[src/rtl/rand_sample_buffer.sv]
// Sampling FIFO behind the LFSR range generator: owns the generator's range,
// captures its output at a fixed pace and serves samples first-word-fall-through.
module rand_sample_buffer #(
  parameter int WIDTH      = 4,
  parameter int DEPTH      = 8,
  parameter int SAMPLE_DIV = 4,
  parameter int SETTLE     = 2
) (
  input  logic                       clk,
  input  logic                       reset,
  input  logic [WIDTH-1:0]           rand_in,
  output logic [WIDTH-1:0]           range_min,
  output logic [WIDTH-1:0]           range_max,
  input  logic                       cfg_we,
  input  logic [WIDTH-1:0]           cfg_min,
  input  logic [WIDTH-1:0]           cfg_max,
  output logic [WIDTH-1:0]           out_data,
  output logic                       out_valid,
  input  logic                       out_ready,
  output logic [$clog2(DEPTH+1)-1:0] count,
  output logic                       overflow
);

  localparam int AW = $clog2(DEPTH);
  localparam int CW = $clog2(DEPTH+1);
  localparam int DW = (SAMPLE_DIV > 1) ? $clog2(SAMPLE_DIV) : 1;
  localparam int SW = (SETTLE > 0) ? $clog2(SETTLE+1) : 1;

  localparam logic [AW-1:0] PTR_ONE     = AW'(1);
  localparam logic [CW-1:0] CNT_ONE     = CW'(1);
  localparam logic [CW-1:0] CNT_FULL    = CW'(DEPTH);
  localparam logic [DW-1:0] DIV_ONE     = DW'(1);
  localparam logic [DW-1:0] DIV_LAST    = DW'(SAMPLE_DIV-1);
  localparam logic [SW-1:0] SETTLE_ONE  = SW'(1);
  localparam logic [SW-1:0] SETTLE_INIT = SW'(SETTLE);

  logic [WIDTH-1:0] r_mem [DEPTH];
  logic [AW-1:0]    r_rd_ptr;
  logic [AW-1:0]    r_wr_ptr;
  logic [CW-1:0]    r_count;
  logic [WIDTH-1:0] r_out_data;
  logic             r_overflow;
  logic [WIDTH-1:0] r_range_min;
  logic [WIDTH-1:0] r_range_max;
  logic [DW-1:0]    r_div;
  logic [SW-1:0]    r_settle;

  logic             w_opp;
  logic             w_pop;
  logic             w_push;
  logic             w_drop;
  logic [AW-1:0]    w_rd_ptr_nxt;
  logic [WIDTH-1:0] w_head_nxt;
  logic [DW-1:0]    w_div_nxt;

  // Handshake: a sample transfers on every edge where out_valid and out_ready
  // are both high; out_valid never depends on out_ready, and a transfer in a
  // cfg_we cycle is consumed but its data is discarded by the flush.
  assign out_valid = (r_count != '0);
  assign w_pop     = out_valid && out_ready;
  assign w_opp     = (r_div == DIV_LAST) && (r_settle == '0);
  assign w_push    = w_opp && ((r_count != CNT_FULL) || w_pop);
  assign w_drop    = w_opp && !w_push;
  assign w_div_nxt = (r_div == DIV_LAST) ? '0 : r_div + DIV_ONE;

  assign w_rd_ptr_nxt = w_pop ? r_rd_ptr + PTR_ONE : r_rd_ptr;
  // The new head is the incoming sample whenever it lands in the head slot.
  assign w_head_nxt = (w_push && (r_wr_ptr == w_rd_ptr_nxt)) ? rand_in
                                                             : r_mem[w_rd_ptr_nxt];

  always_ff @(posedge clk) begin
    if (w_push && !cfg_we) begin
      r_mem[r_wr_ptr] <= rand_in;
    end
  end

  always_ff @(posedge clk or posedge reset) begin
    if (reset) begin
      r_rd_ptr    <= '0;
      r_wr_ptr    <= '0;
      r_count     <= '0;
      r_out_data  <= '0;
      r_overflow  <= 1'b0;
      r_range_min <= '0;
      r_range_max <= '1;
      r_div       <= '0;
      r_settle    <= SETTLE_INIT;
    end else if (cfg_we) begin
      r_rd_ptr    <= '0;
      r_wr_ptr    <= '0;
      r_count     <= '0;
      r_out_data  <= '0;
      r_overflow  <= 1'b0;
      r_range_min <= cfg_min;
      r_range_max <= cfg_max;
      r_div       <= '0;
      r_settle    <= SETTLE_INIT;
    end else begin
      r_div      <= w_div_nxt;
      r_rd_ptr   <= w_rd_ptr_nxt;
      r_out_data <= w_head_nxt;
      if (r_settle != '0) begin
        r_settle <= r_settle - SETTLE_ONE;
      end
      if (w_push) begin
        r_wr_ptr <= r_wr_ptr + PTR_ONE;
      end
      if (w_drop) begin
        r_overflow <= 1'b1;
      end
      case ({w_push, w_pop})
        2'b10:   r_count <= r_count + CNT_ONE;
        2'b01:   r_count <= r_count - CNT_ONE;
        default: r_count <= r_count;
      endcase
    end
  end

  assign range_min = r_range_min;
  assign range_max = r_range_max;
  assign out_data  = r_out_data;
  assign count     = r_count;
  assign overflow  = r_overflow;

endmodule

[config.mk]
export PLATFORM = sky130hd
export DESIGN_NAME = rand_sample_buffer
export DESIGN_NICKNAME = d
export VERILOG_FILES = /design/src/rtl/rand_sample_buffer.sv
export SDC_FILE = /design/constraint.sdc
export NUM_CORES = 1
export LEC_CHECK = 0
export BUFFER_PORTS_ARGS = -buffer_cell sky130_fd_sc_hd__buf_2
export CORE_MARGIN = 2
export CORE_UTILIZATION = 52
export DETAILED_ROUTE_END_ITERATION = 8
export PLACE_DENSITY = 0.84
export SYNTH_ARGS = -nofsm -noshare
export SYNTH_HDL_FRONTEND = slang
export SYNTH_SLANG_ARGS = --single-unit
[constraint.sdc]
create_clock -name clk -period 2.7 [get_ports clk]
set_input_delay 0.135 -clock clk [delete_from_list [all_inputs] [get_ports clk]]
set_output_delay 0.135 -clock clk [all_outputs]
set_load 0.02 [all_outputs]
* Word level (Yosys, flattened, before mapping)
Memories as Yosys holds them, arrays and structs flattened.
Index checks and enable logic that the tools add are counted.
** Word-level totals
- Output and inout bits :: 18
- Word-level logic and storage cells :: 53
- Register bits after elaboration :: 27
- RAM bits :: 32
- Memories :: 1
** Cells by class
- Mux-type cells :: 16
- $add $sub $neg :: 6
- Equality and inequality tests :: 5
- Reduce and logical (&&, ||, !) cells :: 16
** Memory list
- r_mem :: words 8, bits a word 4, rd ports 1, clocked after Yosys merged registers in 0, write ports 1, RTL line 37 : logic [WIDTH-1:0] r_mem [DEPTH];
** Operator list (count)
- $mux 3 :: 4
- $mux 4 :: 3
- $mux 2 :: 4
- $pmux 4 s2 :: 1
- $reduce_bool 2->1 :: 4
- $add 3x1->3 const B :: 2
- $logic_and 1x1->1 :: 6
- $add 4x1->4 const B :: 1
- $eq 2x2->1 const B :: 2
- $mux 1 :: 4
- $ne 4x4->1 const B :: 1
- $reduce_bool 4->1 :: 1
- $sub 4x1->4 const B :: 1
- $eq 3x3->1 :: 1
- $reduce_bool 3->1 :: 1
- $add 2x1->2 const B :: 1
- $eq 2x1->1 const B :: 1
- $logic_not 1->1 :: 2
- $logic_not 2->1 :: 1
- $sub 2x1->2 const B :: 1
- $logic_or 1x1->1 :: 1

* Logic depth before layout (Yosys ltp)
Gate-level depths: netlist of the first run.
- Word-level depth :: 8
- Mapped depth :: 11
- Mapped depth without buffers :: 10

* Worst setup path after synthesis of the first run
No wires, ideal clock.
- Path kind :: register to register
- Start :: reg r_count[3], in the netlist count[3]
- End :: reg r_count[3], in the netlist count[3]
- Cell stages (with the launch flop) :: 10
- Path slack :: 0.032 ns
- Library setup time :: 0.132 ns
- Data arrival time :: 2.536 ns
- Cell sequence :: dfrtp_1 > o41ai_4 > buf_4 > nor2_1 > ha_1 > a21o_1 > a2111oi_0 > a31oi_1 > xor2_1 > nor2_1
** Between the ends
- Cells in the longest elaborated chain, start to end :: 7
** Ends and longest elaborated chain
- start: declaration :: RTL line 40 : logic [CW-1:0] r_count;
- start signal: assignment :: RTL line 112 : 2'b10: r_count <= r_count + CNT_ONE;
- start signal: assignment :: RTL line 113 : 2'b01: r_count <= r_count - CNT_ONE;
- start signal: assignment :: RTL line 114 : default: r_count <= r_count;
- $reduce_bool 4->1 :: RTL line 59 : assign out_valid = (r_count != '0);
- $logic_and 1x1->1 :: RTL line 60 : assign w_pop = out_valid && out_ready;
- $logic_or 1x1->1 :: RTL line 62 : assign w_push = w_opp && ((r_count != CNT_FULL) || w_pop);
- $logic_and 1x1->1 :: RTL line 62
- $eq 2x1->1 or $eq 2x2->1 (tied branches) :: RTL line 111 : case ({w_push, w_pop})
- $pmux 4 s2 :: RTL line 111
- $mux 4 :: RTL line 88 : end else if (cfg_we) begin
Several ways; a longest one is shown, not always the timed one.
A chain may end at the register's enable or synchronous reset.

* Worst setup path in the final report of the first run
- Start :: reg r_settle[1]
- End :: reg r_count[3], in the netlist count[3]
** Between the ends
- Cells in the longest elaborated chain, start to end :: 6
** Ends and longest elaborated chain
- start: declaration :: RTL line 46 : logic [SW-1:0] r_settle;
- start signal: assignment :: RTL line 103 : r_settle <= r_settle - SETTLE_ONE;
- $logic_not 2->1 (*) :: RTL line 61 : assign w_opp = (r_div == DIV_LAST) && (r_settle == '0);
- $logic_and 1x1->1 (*) :: RTL line 61
- $logic_and 1x1->1 (*) :: RTL line 62
- $eq 2x1->1 or $eq 2x2->1 (tied branches) :: RTL line 111
- $pmux 4 s2 :: RTL line 111
- $mux 4 :: RTL line 88
Every way passes the cells marked *; elsewhere a longest branch is shown, timed or not.

==> results of run 1 <==
## per-stage QoR
stage / instances / hold slack [ns] / instance area (um2) / power (mW)
final: 325 / 0.0380 / 3440 / 2.74
after global routing: 325 / 0.0328 / 3440 / 2.90
after CTS: 325 / 0.0220 / 3440 / 2.77
after detailed placement: 309 / 0.371 / 3280 / 2.09
after global placement: 309 / 0.366 / 3280 / 2.05
after floorplan: 205 / 0.184 / 3000 / 2.06
## worst max path at each step
stage	depth (start not counted)	slack [ns]	end
3_3_place_gp	10	0.31	count[3]$_DFFE_PP0P_
5_1_grt	10	0.02	count[3]$_DFFE_PP0P_
4_1_cts	10	0.18	count[3]$_DFFE_PP0P_
3_5_place_dp	10	0.19	count[3]$_DFFE_PP0P_
2_1_floorplan	9	0.03	count[3]$_DFFE_PP0P_
6_report	10	0.16	count[3]$_DFFE_PP0P_
## worst register-to-register path, stage by stage (launching register included)
cell                        delay [ns]
sky130_fd_sc_hd__dfstp_2          0.53
sky130_fd_sc_hd__inv_1            0.04
sky130_fd_sc_hd__ha_1             0.21
sky130_fd_sc_hd__and2_1           0.22
sky130_fd_sc_hd__nor2_1           0.18
sky130_fd_sc_hd__ha_1             0.25
sky130_fd_sc_hd__a21o_1           0.19
sky130_fd_sc_hd__a2111oi_0        0.47
sky130_fd_sc_hd__a31oi_1          0.11
sky130_fd_sc_hd__xor2_1           0.15
sky130_fd_sc_hd__nor2_1           0.05
## Yosys cell counts (4+ instances only)
cell type / number
sky130_fd_sc_hd__mux2_2: 8
sky130_fd_sc_hd__mux4_2: 10
sky130_fd_sc_hd__ha_1: 6
sky130_fd_sc_hd__edfxtp_1: 32
sky130_fd_sc_hd__mux2i_1: 17
sky130_fd_sc_hd__nor4_1: 4
sky130_fd_sc_hd__nor2_1: 14
sky130_fd_sc_hd__dfrtp_1: 22
sky130_fd_sc_hd__clkbuf_1: 6
sky130_fd_sc_hd__o2111ai_1: 4
sky130_fd_sc_hd__inv_1: 6
sky130_fd_sc_hd__nand2_1: 7
sky130_fd_sc_hd__buf_2: 4
sky130_fd_sc_hd__xor2_1: 5
sky130_fd_sc_hd__dfstp_2: 5
## area by class of cell
| class | instances | area, um2 | area share, % |
|---|---|---|---|
| multi-input combinational | 127 | 1270 | 37.0 |
| timing repair buffer | 45 | 255 | 7.41 |
| sequential | 59 | 1640 | 47.7 |
| inverter | 6 | 22.5 | 0.654 |
| tap | 72 | 90.1 | 2.62 |
| clock buffer | 16 | 160 | 4.65 |
## cell families (layout without fill, tap and decap cells)
group / after synthesis / after routing / share of synthesized area, %
buffers and inverters: 19 / 67 / 2.79
adders and majority gates: 7 / 7 / 3.17
muxes: 42 / 42 / 21.1
AOI/OAI and AO/OA: 29 / 29 / 8.89
and+or+nand+nor: 41 / 41 / 6.97
DFF: 59 / 59 / 54.8
xor gates and xnor gates: 8 / 8 / 2.34
## state kept, by name, indices dropped and copies added, names as in the netlist
name and cells:
count 4, out_data 4, overflow 1, r_div 2, r_mem 32, r_rd_ptr 3
r_settle 2, r_wr_ptr 3, range_max 4, range_min 4
## power by group
part / internal [mW] / switching [mW]
Combinational: 0.456 / 0.495
Clock: 0.361 / 0.318
Sequential: 1.04 / 0.0695
Total: 1.86 / 0.883
## layer usage
layer,track usage (%),vias to the layer above
met1,24.1,929
met2,31.5,48
met4,8.64,0
met5,0,-
met3,4.19,9
li1,-,877
==> flow_summary.json, run 1 <==
{
  "dr.pass1.iters": 4,
  "worstRegToRegCells": 10,
  "worst_slew_margin_rel_pct": 31.9,
  "p_leak_nw": 1.40,
  "die-width_um": 79.9,
  "hold_violations": 0,
  "ys_ff_latch": 59,
  "tightest_slew_ns": 1.02,
  "final_net_count": 271,
  "place_ws_ns": 0.185,
  "final_min_period_over_clock_period_pct": 94.1,
  "drt_wl_total_um": 5530,
  "slowest_cell_on_the_critical_path": "sky130_fd_sc_hd__dfstp_2",
  "r2r_end": "count[3]$_DFFE_PP0P_",
  "overflow": 0,
  "drt-vias-per-instance": 5.73,
  "fin_util_pct": 62.2,
  "wl_met1_um": 2410,
  "critical_path_class": "flip-flop to flip-flop",
  "drt_drc_violations_left": 0,
  "antenna_found_initial": 0,
  "layout-drive-gt1-share_pct": 36.0,
  "top_layer": "met4",
  "setup_slack_reg_to_reg_ns": 0.16,
  "area_growth_pct": 14.8,
  "port-buffer-count": 33,
  "cp_max_fo": 7,
  "postCtsHoldBufs": 0,
  "critical_path.reg2reg.startpoint": "r_settle[1]$_DFFE_PP1P_",
  "worst_slack_ns": 0.158,
  "num_rows": 27,
  "ctsHtreeMaxLevel": 3,
  "rsz0062_at_grt": "false",
  "grt_pass1_wl_um": 9030,
  "most_common_cell_after_layout_fill_and_taps_aside": "sky130_fd_sc_hd__buf_2",
  "clock_path_buffers": 2,
  "commonest_cells_after_routing_fill_and_taps_aside": "sky130_fd_sc_hd__buf_2 (33), sky130_fd_sc_hd__edfxtp_1 (32), sky130_fd_sc_hd__dfrtp_1 (22)",
  "ir_worst_vdd_v": 0.000363,
  "filler_cell_count": 434,
  "start_util_pct": 54.1,
  "min-delay-path-class": "input port to asynchronous set/reset pin",
  "arrival_ns": 2.74,
  "top_ff_cell_synth": "sky130_fd_sc_hd__edfxtp_1",
  "cts.root.buffer_cell": "sky130_fd_sc_hd__clkbuf_8",
  "synth_warnings": 0,
  "startpoint_type": "flip-flop",
  "detailedPlacementHpwl_um": 4030,
  "grt_max_degree": 34,
  "core_region_area_um2": 5540,
  "critical_path_buffer_and_inverter_count": 1,
  "synth_nets": 228,
  "yosys.area.top_type": "sky130_fd_sc_hd__edfxtp_1",
  "worst_path_required_ns": 2.90,
  "power_per_cell_area_nw_per_um2": 796,
  "syn-instance-count": 205,
  "timing.final.max_slew_violations": 0,
  "clock_insertion_delay_worst_skew_ns": 0.33,
  "die_h_um": 79.9,
  "cts_made_buffers": 9,
  "critical-path-top-delay-family": "compound AO/OA/AOI/OAI gates",
  "synth.cell_area_um2": 3000,
  "clkTransAtPathRegs_ns": 0.07,
  "cpPeakStageDelay_ns": 0.53,
  "wl_met2_um": 2810,
  "drt-wirelength-per-cell_um": 17.0,
  "cts.repair.resized": 0,
  "synth.distinct_cells": 46,
  "routabilityCongestion": 0.767,
  "finalClockSkew_ns": 0.0115,
  "timing.setup.tns_ns": 0,
  "top_level_ports": 34,
  "routed-wl-met3_um": 206,
  "dr.first_iter.drc_count": 75,
  "dr_total_vias": 1863,
  "critical_path.startpoint": "r_settle[1]$_DFFE_PP1P_",
  "yosys-top-cells-area": "sky130_fd_sc_hd__edfxtp_1 (32%), sky130_fd_sc_hd__dfrtp_1 (18%), sky130_fd_sc_hd__mux4_2 (7.5%), sky130_fd_sc_hd__mux2i_1 (5.7%), sky130_fd_sc_hd__dfstp_2 (4.4%)",
  "maxClockFrequency_mhz": 393,
  "outcome": "finished clean",
  "portion_of_synthesized_cell_area_occupied_by_the_leading_cell_type_pct": 32.0,
  "synth_enable_flop_cells": 32,
  "number_of_antenna_cells_inserted": 0,
  "drv_cap": 0,
  "seq_area_frac_synth_pct": 54.8,
  "synth_area_per_cell_um2": 14.6,
  "setup.worst_path.end_class": "flip-flop",
  "grt_pass1_vias": 1877,
  "grt_use_total_pct": 19.1,
  "tritoncts": "done",
  "synthArstFlopShare_pct": 45.8,
  "post_cts.repair.setup_buffers": 0,
  "ant_nets": 0,
  "crit_chain": "inv_1, ha_1, and2_1, nor2_1, ha_1, a21o_1, a2111oi_0, a31oi_1, xor2_1, nor2_1",
  "die_area_um2": 6390,
  "clock-sinks": 59,
  "final_worst_path_period_need_ns": 2.54,
  "setup_viol_count_final": 0
}
Power figures use the tool's default switching activity.
==> run 2, diff against run 1 <==
CELL_PAD_IN_SITES_DETAIL_PLACEMENT = 1   (was default)
CELL_PAD_IN_SITES_GLOBAL_PLACEMENT = 2   (was default)
CORE_MARGIN = 1.5   (was 2)
CORE_UTILIZATION = 45   (was 52)
PLACE_DENSITY = 0.94   (was 0.84)
clock period = 3 ns   (was 2.7 ns; I/O delays follow)
==> run 2 against run 1 <==
Effect of this change: non-clock buffer count decreased by 1; global-route usage increased by 0.37 points; sequential power down 10%; largest cell class unchanged.
==> flow_summary.json, run 2 (synthesis gave the netlist of run 1 again) <==
{
  "placed_area_um2": 3280,
  "startpoint_type": "flip-flop",
  "layout-drive-gt1-share_pct": 37.3,
  "arrival_ns": 2.86,
  "worst_slack_ns": 0.314,
  "drt_wl_total_um": 6480,
  "area_growth_pct": 15.6,
  "dp.cells": 313,
  "launch_instance_of_the_worst_min_delay_path": "cfg_min[1]",
  "final_min_period_over_clock_period_pct": 89.5,
  "final_net_count": 270,
  "critical_path.reg2reg.startpoint": "r_settle[1]$_DFFE_PP1P_",
  "worst_slew_margin_rel_pct": 27.9,
  "largest_register_ff_count": 32,
  "number_of_antenna_cells_inserted": 0,
  "power_per_cell_area_nw_per_um2": 734,
  "final_worst_path_period_need_ns": 2.69,
  "antenna_found_initial": 0,
  "fin_util_pct": 54.3,
  "ant_nets": 0,
  "final.hold.worst_slack_ns": 0.0466,
  "critical_path_class": "flip-flop to flip-flop",
  "grt_pass1_vias": 1955,
  "power_mw": 2.54,
  "clock-sinks": 59,
  "grt_pass1_wl_um": 10500,
  "worst_path_required_ns": 3.18,
  "overflow": 0,
  "largest_register": "r_mem",
  "postCtsHoldBufs": 0,
  "tightest_slew_ns": 1.08,
  "post_cts.repair.setup_buffers": 0,
  "most_common_cell_after_layout_fill_and_taps_aside": "sky130_fd_sc_hd__buf_2",
  "drt-vias-per-instance": 5.77,
  "commonest_cells_after_routing_fill_and_taps_aside": "sky130_fd_sc_hd__buf_2 (33), sky130_fd_sc_hd__edfxtp_1 (32), sky130_fd_sc_hd__dfrtp_1 (22)",
  "top_level_ports": 34,
  "clock_path_buffers": 2,
  "hold_violations": 0,
  "core_region_area_um2": 6390,
  "detailedPlacementHpwl_um": 4600,
  "maxClockFrequency_mhz": 372,
  "die-width_um": 84.6,
  "start_util_pct": 47.0,
  "finished_cell_area_um2": 3470,
  "dr.pass1.iters": 4,
  "min-delay-path-class": "input port to flip-flop",
  "cts.repair.resized": 0,
  "place_ws_ns": 0.376,
  "cp_max_fo": 7,
  "die_h_um": 84.6,
  "rsz0062_at_grt": "false",
  "timing.final.max_slew_violations": 0,
  "num_rows": 29,
  "ctsHtreeMaxLevel": 3,
  "finalNonFillerCells": 329,
  "clkTransAtPathRegs_ns": 0.07,
  "dr_total_vias": 1897,
  "cts.root.buffer_cell": "sky130_fd_sc_hd__clkbuf_8",
  "cts_made_buffers": 9,
  "dr.first_iter.drc_count": 117,
  "grt_max_degree": 34,
  "routabilityCongestion": 0.800,
  "outcome": "finished clean",
  "drt-wirelength-per-cell_um": 19.7,
  "setup.worst_path.end_class": "flip-flop",
  "ir_worst_vdd_v": 0.000423,
  "grt_use_total_pct": 19.5,
  "setup_viol_count_final": 0,
  "die_area_um2": 7160,
  "drt_drc_violations_left": 0,
  "clock_insertion_delay_worst_skew_ns": 0.33,
  "timing.setup.tns_ns": 0,
  "p_leak_nw": 1.41,
  "drv_cap": 0,
  "finalClockSkew_ns": 0.0112,
  "port-buffer-count": 33,
  "critical_path.startpoint": "r_settle[1]$_DFFE_PP1P_",
  "tritoncts": "done"
}
run 2: final cells by class:
class                   instances  area, um2
well taps                      77       96.3
repair buffers                 44        248
fillers                       625       2920
multi-input cells             127       1270
flip-flops and latches         59       1640
clock inverters                 5       53.8
inverters                       6       22.5
clock buffers                  11        131
run 2: final timing paths:
check | endpoint | slack, ns | cells after the start
max | count[3]$_DFFE_PP0P_ | 0.31 | 10
min | range_min[1]$_DFFE_PP0P_ | 0.05 | 2
max reg2reg | count[3]$_DFFE_PP0P_ | 0.31 | 10
min reg2reg | r_div[0]$_DFF_PP0_ | 0.45 | 1
max in group asynchronous | r_rd_ptr[2]$_DFF_PP0_ | 2.26 | 2
min in group asynchronous | r_div[1]$_DFF_PP0_ | 0.08 | 2
run 2: report_power, final:
| group | total [mW] | internal (mW) | switching (mW) |
|---|---|---|---|
| Clock | 0.694 | 0.381 | 0.312 |
| Sequential | 0.999 | 0.935 | 0.0643 |
| Combinational | 0.852 | 0.401 | 0.451 |
run 2: worst max-delay path, stage by stage (launching register included):
cell and delay (ns):
sky130_fd_sc_hd__dfstp_2 0.54, sky130_fd_sc_hd__inv_1 0.04, sky130_fd_sc_hd__ha_1 0.22, sky130_fd_sc_hd__and2_1 0.23, sky130_fd_sc_hd__nor2_1 0.31, sky130_fd_sc_hd__ha_1 0.29
sky130_fd_sc_hd__a21o_1 0.19, sky130_fd_sc_hd__a2111oi_0 0.40, sky130_fd_sc_hd__a31oi_1 0.11, sky130_fd_sc_hd__xor2_1 0.15, sky130_fd_sc_hd__nor2_1 0.05
run 2: metal layers:
metal	vias up	GRT usage [%]	wire, um
met2	39	29.7	3150
met3	6	4.52	159
met4	0	7.33	85
met5	-	0	0
met1	979	27.3	3090
li1	873	-	-
==> run 3, diff against run 2 <==
CORE_UTILIZATION = 46   (was 45)
CTS_BUF_LIST = sky130_fd_sc_hd__clkbuf_4 sky130_fd_sc_hd__clkbuf_8   (was default)
PLACE_DENSITY = 0.95   (was 0.94)
clock period = 3.09 ns   (was 3 ns; I/O delays follow)
==> run 3 against run 2 <==
Effect of this change: register-to-register slack improved by 0.06 ns; first-iteration DRC count grew 29%; global-route usage is 0.78 points higher; via count up 1.5%; critical path type unchanged; highest routed layer unchanged.
==> flow_summary.json, run 3 (synthesis gave the netlist of run 1 again) <==
{
  "outcome": "finished clean",
  "final_min_period_over_clock_period_pct": 87.8,
  "dp.cells": 311,
  "fin_util_pct": 55.2,
  "cts.root.buffer_cell": "sky130_fd_sc_hd__clkbuf_8",
  "timing.setup.tns_ns": 0,
  "drv_cap": 0,
  "postCtsHoldBufs": 0,
  "drt-wirelength-per-cell_um": 20.3,
  "detailedPlacementHpwl_um": 4640,
  "ir_worst_vdd_v": 0.000413,
  "port-buffer-count": 33,
  "cts.repair.resized": 0,
  "layout-drive-gt1-share_pct": 37.2,
  "p_leak_nw": 1.41,
  "final_net_count": 268,
  "tightest_slew_ns": 1.04,
  "worst_path_required_ns": 3.29,
  "cts_made_buffers": 9,
  "core_region_area_um2": 6310,
  "routabilityCongestion": 0.782,
  "filler_cell_count": 654,
  "startpoint_type": "flip-flop",
  "min-delay-path-class": "input port to flip-flop",
  "worst_slew_margin_rel_pct": 30.3,
  "largest_register_ff_count": 32,
  "multi_input_area_um2": 1270,
  "ant_nets": 0,
  "top_level_ports": 34,
  "die_area_um2": 7010,
  "start_util_pct": 47.5,
  "number_of_antenna_cells_inserted": 0,
  "grt_use_total_pct": 20.2,
  "commonest_cells_after_routing_fill_and_taps_aside": "sky130_fd_sc_hd__buf_2 (33), sky130_fd_sc_hd__edfxtp_1 (32), sky130_fd_sc_hd__dfrtp_1 (22)",
  "finalNonFillerCells": 327,
  "grt_pass1_vias": 2053,
  "tritoncts": "done",
  "placed_area_um2": 3270,
  "drt_drc_violations_left": 0,
  "die-width_um": 83.7,
  "most_common_cell_after_layout_fill_and_taps_aside": "sky130_fd_sc_hd__buf_2",
  "dr_total_vias": 1926,
  "rsz0062_at_grt": "false",
  "antenna_found_initial": 0,
  "grt_pass1_wl_um": 10700,
  "clock_insertion_delay_worst_skew_ns": 0.34,
  "setup.worst_path.end_class": "flip-flop",
  "final-seq-area_um2": 1640,
  "dr.pass1.iters": 4,
  "power_per_cell_area_nw_per_um2": 740,
  "ctsHtreeMaxLevel": 3,
  "dr.first_iter.drc_count": 151,
  "clock-sinks": 59,
  "post_cts.repair.setup_buffers": 0,
  "arrival_ns": 2.91,
  "finished_cell_area_um2": 3480,
  "drt_wl_total_um": 6640,
  "largest_register": "r_mem",
  "cp_max_fo": 7,
  "clkTransAtPathRegs_ns": 0.08,
  "maxClockFrequency_mhz": 368,
  "grt_max_degree": 34,
  "final_worst_path_period_need_ns": 2.71,
  "clock_path_buffers": 2,
  "drt-vias-per-instance": 5.89,
  "hold_violations": 0,
  "num_rows": 29,
  "die_h_um": 83.7,
  "critical_path_class": "flip-flop to flip-flop",
  "overflow": 0,
  "finalClockSkew_ns": 0.0109,
  "setup_viol_count_final": 0,
  "area_growth_pct": 16.1,
  "timing.final.max_slew_violations": 0
}
==> run 3: cell count changes in the layout (fill, tap and decap cells not counted), sizes merged <==
cell | before | now
buf | 44 | 42
clkinvlp | 0 | 2
bufinv | 1 | 2
clkbuf | 11 | 9
clkinv | 4 | 3
==> run 3: routing by layer <==
metal	wire length [um]	track usage (%)	vias to the layer above
li1	-	-	871
met1	2940	26.4	991
met2	3390	33.4	48
met3	170	3.46	16
met4	138	8.94	0
met5	0	0	-
==> run 3: worst paths after layout <==
| path | from | cells past startpoint | slack, ns | end |
|---|---|---|---|---|
| max | r_settle[1]$_DFFE_PP1P_ | 10 | 0.38 | count[3]$_DFFE_PP0P_ |
| min | cfg_min[3] | 2 | 0.05 | range_min[3]$_DFFE_PP0P_ |
| max reg2reg | r_settle[1]$_DFFE_PP1P_ | 10 | 0.38 | count[3]$_DFFE_PP0P_ |
| min reg2reg | r_div[0]$_DFF_PP0_ | 1 | 0.45 | r_div[0]$_DFF_PP0_ |
| max in group asynchronous | reset | 2 | 2.39 | out_data[1]$_DFF_PP0_ |
| min in group asynchronous | reset | 2 | 0.06 | overflow$_DFFE_PP0P_ |
==> run 3: per-stage QoR <==
stage               hold WS [ns]  worst slack (ns)  total power, mW
global route              0.0401             0.184             2.71
floorplan                  0.204             0.422             1.80
CTS                       0.0366             0.386             2.60
finish                    0.0497             0.376             2.58
global placement           0.386             0.413             1.79
detailed placement         0.392             0.389             1.82
==> run 3: area by class of cell <==
class / instances / area share [%]
sequential: 59 / 47.2
multi-input combinational: 127 / 36.5
timing repair buffer: 42 / 6.68
clock buffer: 9 / 3.56
tap: 77 / 2.77
clock inverter: 7 / 2.66
inverter: 6 / 0.647
==> run 3: critical path: stages (launching register included) <==
cell	delay, ns
sky130_fd_sc_hd__dfstp_2	0.54
sky130_fd_sc_hd__inv_1	0.05
sky130_fd_sc_hd__ha_1	0.23
sky130_fd_sc_hd__and2_1	0.23
sky130_fd_sc_hd__nor2_1	0.33
sky130_fd_sc_hd__ha_1	0.30
sky130_fd_sc_hd__a21o_1	0.19
sky130_fd_sc_hd__a2111oi_0	0.41
sky130_fd_sc_hd__a31oi_1	0.09
sky130_fd_sc_hd__xor2_1	0.16
sky130_fd_sc_hd__nor2_1	0.06
==> run 3: where the power goes <==
| group | switching (mW) | internal (mW) | leakage, nW |
|---|---|---|---|
| combinational | 0.441 | 0.381 | 0.677 |
| sequential | 0.0784 | 0.907 | 0.628 |
| clock | 0.320 | 0.451 | 0.103 |
| total | 0.839 | 1.74 | 1.41 |
